<file path="src/rtl/ps2_host_tx.sv">
// PS/2 host-to-device command transmitter: request-to-send, device-clocked shift-out, ack check.
// Optional retry on failure is enabled by defining PS2_TX_RESEND_EN (adds the retry_cnt port).
module ps2_host_tx #(
  parameter int unsigned SYSCLK_FREQUENCY_HZ = 108000000,
  parameter int unsigned INHIBIT_US          = 100,
  parameter int unsigned START_TIMEOUT_MS    = 15,
  parameter int unsigned FRAME_TIMEOUT_MS    = 2,
  parameter int unsigned FILTER_LEN          = 8
) (
  input  logic       clk,
  input  logic       rst,
  input  logic [7:0] tx_data,
  input  logic       tx_valid,
  output logic       tx_ready,
  output logic       tx_busy,
  output logic       tx_done,
  output logic       tx_error,
  input  logic       ps2_clk_i,
  input  logic       ps2_data_i,
  output logic       ps2_clk_oe,
  output logic       ps2_data_oe
`ifdef PS2_TX_RESEND_EN
  ,
  output logic [1:0] retry_cnt
`endif
);

  localparam int unsigned INHIBIT_CYC = (SYSCLK_FREQUENCY_HZ / 1000000) * INHIBIT_US;
  localparam int unsigned START_CYC   = (SYSCLK_FREQUENCY_HZ / 1000) * START_TIMEOUT_MS;
  localparam int unsigned FRAME_CYC   = (SYSCLK_FREQUENCY_HZ / 1000) * FRAME_TIMEOUT_MS;
  localparam int unsigned MAX_SF      = (START_CYC > FRAME_CYC) ? START_CYC : FRAME_CYC;
  localparam int unsigned CNT_MAX     = (INHIBIT_CYC > MAX_SF) ? INHIBIT_CYC : MAX_SF;
  localparam int unsigned CNT_W       = $clog2(CNT_MAX + 1);
  localparam int unsigned FLT_W       = $clog2(FILTER_LEN + 1);

  localparam logic [CNT_W-1:0] CNT_SAT   = CNT_W'(CNT_MAX);
  localparam logic [CNT_W-1:0] INH_LAST  = CNT_W'(INHIBIT_CYC - 1);
  localparam logic [CNT_W-1:0] INH_PRE   = CNT_W'(INHIBIT_CYC - 2);
  localparam logic [CNT_W-1:0] START_LIM = CNT_W'(START_CYC);
  localparam logic [CNT_W-1:0] FRAME_LIM = CNT_W'(FRAME_CYC);
  localparam logic [FLT_W-1:0] FLT_LAST  = FLT_W'(FILTER_LEN - 1);
  localparam logic             DATA_AT_ACCEPT = (INHIBIT_CYC <= 1);

  localparam logic [2:0] S_IDLE      = 3'd0;
  localparam logic [2:0] S_INHIBIT   = 3'd1;
  localparam logic [2:0] S_START     = 3'd2;
  localparam logic [2:0] S_SHIFT     = 3'd3;
  localparam logic [2:0] S_ACK       = 3'd4;
  localparam logic [2:0] S_WAIT_IDLE = 3'd5;

  logic [1:0]       clk_sync_q, data_sync_q;
  logic             clk_filt_q, clk_filt_d, clk_prev_q;
  logic [FLT_W-1:0] flt_cnt_q, flt_cnt_d;
  logic             clk_s, data_s, clk_fall;

  logic [2:0]       state_q, state_d;
  logic [CNT_W-1:0] cnt_q, cnt_d, cnt_sat;
  logic [7:0]       byte_q, byte_d;
  logic [8:0]       frame_q, frame_d;
  logic [3:0]       bits_q, bits_d;
  logic             clk_oe_q, clk_oe_d, data_oe_q, data_oe_d;
  logic             ack_q, ack_d;
  logic             done_p, err_p, fail;
`ifdef PS2_TX_RESEND_EN
  logic [1:0]       retry_q, retry_d;
`endif

  assign clk_s    = clk_sync_q[1];
  assign data_s   = data_sync_q[1];
  assign clk_fall = clk_prev_q & ~clk_filt_q;
  assign cnt_sat  = (cnt_q == CNT_SAT) ? cnt_q : cnt_q + 1'b1;

  // A level change is accepted only after FILTER_LEN consecutive differing samples.
  always_comb begin
    flt_cnt_d  = '0;
    clk_filt_d = clk_filt_q;
    if (clk_s != clk_filt_q) begin
      if (flt_cnt_q == FLT_LAST) clk_filt_d = clk_s;
      else                       flt_cnt_d  = flt_cnt_q + 1'b1;
    end
  end

  always_comb begin
    state_d   = state_q;
    cnt_d     = cnt_q;
    byte_d    = byte_q;
    frame_d   = frame_q;
    bits_d    = bits_q;
    clk_oe_d  = clk_oe_q;
    data_oe_d = data_oe_q;
    ack_d     = ack_q;
    done_p    = 1'b0;
    err_p     = 1'b0;
    fail      = 1'b0;
`ifdef PS2_TX_RESEND_EN
    retry_d   = retry_q;
`endif
    case (state_q)
      S_IDLE: begin
        cnt_d  = '0;
        bits_d = '0;
`ifdef PS2_TX_RESEND_EN
        retry_d = '0;
`endif
        if (tx_valid) begin
          byte_d    = tx_data;
          frame_d   = {~^tx_data, tx_data};
          cnt_d     = '0;
          clk_oe_d  = 1'b1;
          data_oe_d = DATA_AT_ACCEPT;
          state_d   = S_INHIBIT;
        end
      end
      S_INHIBIT: begin
        cnt_d = cnt_q + 1'b1;
        if (cnt_q == INH_PRE) data_oe_d = 1'b1;
        if (cnt_q == INH_LAST) begin
          clk_oe_d = 1'b0;
          cnt_d    = '0;
          state_d  = S_START;
        end
      end
      S_START: begin
        cnt_d = cnt_sat;
        if (cnt_q >= START_LIM) fail = 1'b1;
        else if (clk_fall) begin
          data_oe_d = ~frame_q[0];
          frame_d   = {1'b1, frame_q[8:1]};
          bits_d    = 4'd1;
          cnt_d     = '0;
          state_d   = S_SHIFT;
        end
      end
      S_SHIFT: begin
        cnt_d = cnt_sat;
        if (cnt_q >= FRAME_LIM) fail = 1'b1;
        else if (clk_fall) begin
          if (bits_q == 4'd9) begin
            data_oe_d = 1'b0;
            state_d   = S_ACK;
          end else begin
            data_oe_d = ~frame_q[0];
            frame_d   = {1'b1, frame_q[8:1]};
            bits_d    = bits_q + 4'd1;
          end
        end
      end
      S_ACK: begin
        cnt_d = cnt_sat;
        if (cnt_q >= FRAME_LIM) fail = 1'b1;
        else if (clk_fall) begin
          ack_d   = ~data_s;
          state_d = S_WAIT_IDLE;
        end
      end
      S_WAIT_IDLE: begin
        cnt_d = cnt_sat;
        if (cnt_q >= FRAME_LIM) fail = 1'b1;
        else if (clk_filt_q && data_s) begin
          if (ack_q) begin
            done_p  = 1'b1;
            state_d = S_IDLE;
          end else begin
            fail = 1'b1;
          end
        end
      end
      default: state_d = S_IDLE;
    endcase

    // Expiry is checked before edges above, so a coincident edge loses.
    if (fail) begin
      clk_oe_d  = 1'b0;
      data_oe_d = 1'b0;
      cnt_d     = '0;
      state_d   = S_IDLE;
`ifdef PS2_TX_RESEND_EN
      if (retry_q != 2'd2) begin
        retry_d   = retry_q + 2'd1;
        frame_d   = {~^byte_q, byte_q};
        clk_oe_d  = 1'b1;
        data_oe_d = DATA_AT_ACCEPT;
        state_d   = S_INHIBIT;
      end else begin
        err_p = 1'b1;
      end
`else
      err_p = 1'b1;
`endif
    end
  end

  always_ff @(posedge clk) begin
    if (rst) begin
      clk_sync_q  <= '1;
      data_sync_q <= '1;
      clk_filt_q  <= 1'b1;
      clk_prev_q  <= 1'b1;
      flt_cnt_q   <= '0;
      state_q     <= S_IDLE;
      cnt_q       <= '0;
      byte_q      <= '0;
      frame_q     <= '0;
      bits_q      <= '0;
      clk_oe_q    <= 1'b0;
      data_oe_q   <= 1'b0;
      ack_q       <= 1'b0;
`ifdef PS2_TX_RESEND_EN
      retry_q     <= '0;
`endif
    end else begin
      clk_sync_q  <= {clk_sync_q[0], ps2_clk_i};
      data_sync_q <= {data_sync_q[0], ps2_data_i};
      clk_filt_q  <= clk_filt_d;
      clk_prev_q  <= clk_filt_q;
      flt_cnt_q   <= flt_cnt_d;
      state_q     <= state_d;
      cnt_q       <= cnt_d;
      byte_q      <= byte_d;
      frame_q     <= frame_d;
      bits_q      <= bits_d;
      clk_oe_q    <= clk_oe_d;
      data_oe_q   <= data_oe_d;
      ack_q       <= ack_d;
`ifdef PS2_TX_RESEND_EN
      retry_q     <= retry_d;
`endif
    end
  end

  assign tx_ready    = (state_q == S_IDLE);
  assign tx_busy     = (state_q != S_IDLE);
  assign tx_done     = done_p;
  assign tx_error    = err_p;
  assign ps2_clk_oe  = clk_oe_q;
  assign ps2_data_oe = data_oe_q;
`ifdef PS2_TX_RESEND_EN
  assign retry_cnt   = retry_q;
`endif

endmodule

</file>
<file path="config.mk">
export PLATFORM = sky130hd
export DESIGN_NAME = ps2_host_tx
export DESIGN_NICKNAME = d
export VERILOG_FILES = /design/src/rtl/ps2_host_tx.sv
export SDC_FILE = /design/constraint.sdc
export NUM_CORES = 1
export LEC_CHECK = 0
export BUFFER_PORTS_ARGS = -buffer_cell sky130_fd_sc_hd__buf_2
export CAP_MARGIN = 20
export CORE_MARGIN = 3
export CORE_UTILIZATION = 33
export DETAILED_ROUTE_END_ITERATION = 16
export HOLD_SLACK_MARGIN = 0.12
export PLACE_DENSITY = 0.58
export RECOVER_POWER = 100
export SETUP_SLACK_MARGIN = 0.15
export SLEW_MARGIN = 20
export SYNTH_ARGS = -nofsm -noshare
export SYNTH_HDL_FRONTEND = slang
export SYNTH_SLANG_ARGS = --single-unit
</file>
<file path="constraint.sdc">
create_clock -name clk -period 2.5 [get_ports clk]
set_input_delay 0.25 -clock clk [delete_from_list [all_inputs] [get_ports clk]]
set_output_delay 0.25 -clock clk [all_outputs]
set_load 0.1 [all_outputs]
</file>
==> metrics <==
RSZ-0062 raised after global routing true; largest net degree at the start of global routing 24; NumNets Final 492; ys async rst share 0%; syn_nets 414; count of final hold-check violations 0; Yosys top cell by area dfxtp_1; failing checks negative setup slack; Cell Area, Synth 3260 sq um; non-filler cells in the finished layout 600; CTS clk-pin slew, worst paths 0.11 ns; Largest delay share family, worst path simple AND/OR/NAND/NOR gates; dpl cell area 3870 sq um; clock root cell clkbuf_8; R2R cell count 9; r2r endpoint cnt_q[0]; post-layout minimum cycle time 2.50 ns; VDD IR max 348 uV; Leakage 1.56 nW; worst path bufs/invs 3; crit end category register; hold_ws 0.300 ns; Rel. slew slack 22.5%; wirelength, routed 9410 microns; post-detail-place hpwl 6150 microns; DRT Pass-1 Iters 4; worst-margin pin slew 1.17 ns; Achievable Freq 400 MHz; DR vias/cell 5.47; dpl cells 570; drt drc 0; setup ws final -0.00281 ns; FF+latch count, synth 50; crit path cell chain or4_4 -> or3_4 -> buf_12 -> a311oi_4 -> buf_4 -> buf_6 -> nor4_4 -> nor2_1 -> a211oi_2; H-tree lvl count 2; peak per-stage delay on the critical path 0.58 ns; final period utilization 100%; global-route wire length before repair 15100 microns; Critical Path Source cnt_q[8]; status finished with violations; initial drt markers 133; Crit. path cell count 9; worst r2r src cnt_q[8]; Die W 105 microns; CTS tree done; I/O Buffers 18; initial antenna violation count 0; Starting Density 34.7%; slowest cell on the critical path or4_4; io pins 19; # diodes 0; Worst setup endpoint cnt_q[0]; CP Class reg -> reg; Worst Skew 0.0122 ns; layout cells sized above 1 39.5%; CTS buffer count 5; Core Footprint 9420 sq um; main area contributors after synthesis dfxtp_1 (31%), a21oi_1 (5.4%), nand2_1 (4.0%); clk_lat worst skew 0.31 ns; flop2flop setup slack -0.003 ns; Cell Pwr Density 426 nW/um^2; crit path max fanout 4; total grt overflow 0; CP Launch Type register; vias in the first global route 3166; Overall Global Routing Usage 16.2%; Seq/Total Area, Yosys 30.7%; routed len/inst 15.7 microns; post-synth top area share 30.7%; Mapped Avg Cell Area 8.33 sq um; Vias 3283; Die H 105 microns; CTS Sinks 50; GP Congestion 0.824; Yosys cell types 67; Hold Path Class in -> reg; Slew Limit Fails 0; cells after synthesis 392; dominant synthesized flop cell dfxtp_1; required time worst endpoint 2.68 ns; final setup vio count 2; final instance area 4470 sq um; Post-DRT Antenna Nets 0; CTS max path bufs 2; Ys Warns 0; row count 35; Arr. time, crit path 2.69 ns; synth-to-layout area growth 36.9%; die area 11100 sq um; Post-synth EDFFs 0; Max Cap Violations 0
cells by family (layout without fill, tap and decap cells):
logic type	Yosys count	after routing	share of synthesized area [%]
buffers and inverters	48	126	6.17
XOR/XNOR	10	10	2.68
AO/OA/AOI/OAI	126	127	29.9
multiplexers	8	8	2.45
adder cells (fa/ha/maj)	9	9	3.45
flip-flops	50	50	30.7
AND/OR/NAND/NOR	141	141	24.7
layer usage:
metal	wire length (microns)	global-route usage, %	up-vias	part of all wire, %
li1	-	-	1621	-
met1	4200	20.7	1592	45
met2	4730	27.6	53	50
met3	257	2.69	17	2.7
met4	223	5.25	0	2.4
met5	0	0	-	0
worst min path at each step:
stage	start	end	slack (ns)	cells after the start
3_5_place_dp	data_sync_q[0]	data_sync_q[1]	0.39	1
3_3_place_gp	data_sync_q[0]	data_sync_q[1]	0.39	1
2_1_floorplan	ps2_clk_i	clk_sync_q[0]	0.35	1
6_report	tx_valid	ps2_clk_oe	0.30	3
5_1_grt	tx_valid	ps2_clk_oe	0.30	3
4_1_cts	tx_valid	ps2_clk_oe	0.30	3
cells in the final DEF (no fill, tap or decap), types with 8 or more instances in the layout:
master | netlist | final
dfxtp_1 | 50 | 40
ha_1 | 9 | 8
inv_1 | 23 | 21
buf_4 | 2 | 66
dfxtp_2 | 0 | 9
xnor2_1 | 8 | 8
a21oi_1 | 35 | 27
buf_2 | 5 | 12
nor2_1 | 22 | 21
mux2i_1 | 8 | 8
o21ai_1 | 7 | 8
nand2_1 | 35 | 35
a311oi_1 | 13 | 10
and3_1 | 9 | 9
nand3_1 | 14 | 13
a211oi_2 | 9 | 13
area by class of cell:
| cell class | count | area, sq um |
|---|---|---|
| clock inverters | 1 | 8.76 |
| flip-flops and latches | 50 | 1020 |
| fillers | 875 | 4950 |
| well taps | 129 | 161 |
| multi-input cells | 295 | 2370 |
| inverters | 23 | 90.1 |
| repair buffers | 95 | 726 |
| clock buffers | 7 | 96.3 |
cell usage after synthesis (7+ instances only):
master,number
a211oi_1,9
a211oi_2,9
a21oi_1,35
a311oi_1,13
and3_1,9
clkbuf_1,14
dfxtp_1,50
ha_1,9
inv_1,23
mux2i_1,8
nand2_1,35
nand2b_1,7
nand3_1,14
nor2_1,22
o21ai_0,13
o21ai_1,7
xnor2_1,8
registers in the layout, summed over array words and instances (netlist names):
register / cells
ack_q: 1
bits_q: 4
clk_filt_q: 1
clk_prev_q: 1
clk_sync_q: 2
cnt_q: 21
data_sync_q: 2
flt_cnt_q: 4
frame_q: 9
ps2_clk_oe: 1
ps2_data_oe: 1
state_q: 3
where the power goes:
group | internal (W) | switching, W
clock | 0.000255 | 0.000295
combinational | 0.000197 | 0.000306
sequential | 0.000832 | 0.0000168
total | 0.00128 | 0.000618
what timing repair did:
action | CTS | global route
pin swaps | 45 | 26
buffers inserted | 13 | 6
gates resized for setup | 45 | 30
endpoints found under the hold margin | 2 | 0
cloned | 0 | 1
hold buffers | 2 | 0
endpoints found under the setup margin | 24 | 41
worst register-to-register path, stage by stage (launching register included):
cell,delay [ns]
dfxtp_2,0.33
or4_4,0.58
or3_4,0.40
buf_12,0.15
a311oi_4,0.31
buf_4,0.20
buf_6,0.13
nor4_4,0.05
nor2_1,0.14
a211oi_2,0.09
metrics by stage:
stage / utilization (%) / power [W] / setup WS [ns] / setup TNS [ns]
finish: 47.5 / 0.00190 / -0.00281 / -0.00518
floorplan: - / 0.00118 / -0.0676 / -0.0676
global route: 47.5 / 0.00200 / -0.0757 / -0.306
global placement: 41.1 / 0.00130 / -0.0421 / -0.0622
detailed placement: 41.1 / 0.00131 / -0.110 / -0.475
CTS: 45.6 / 0.00189 / -0.0280 / -0.0280
Note: power is estimated with default switching activity, not from simulation.
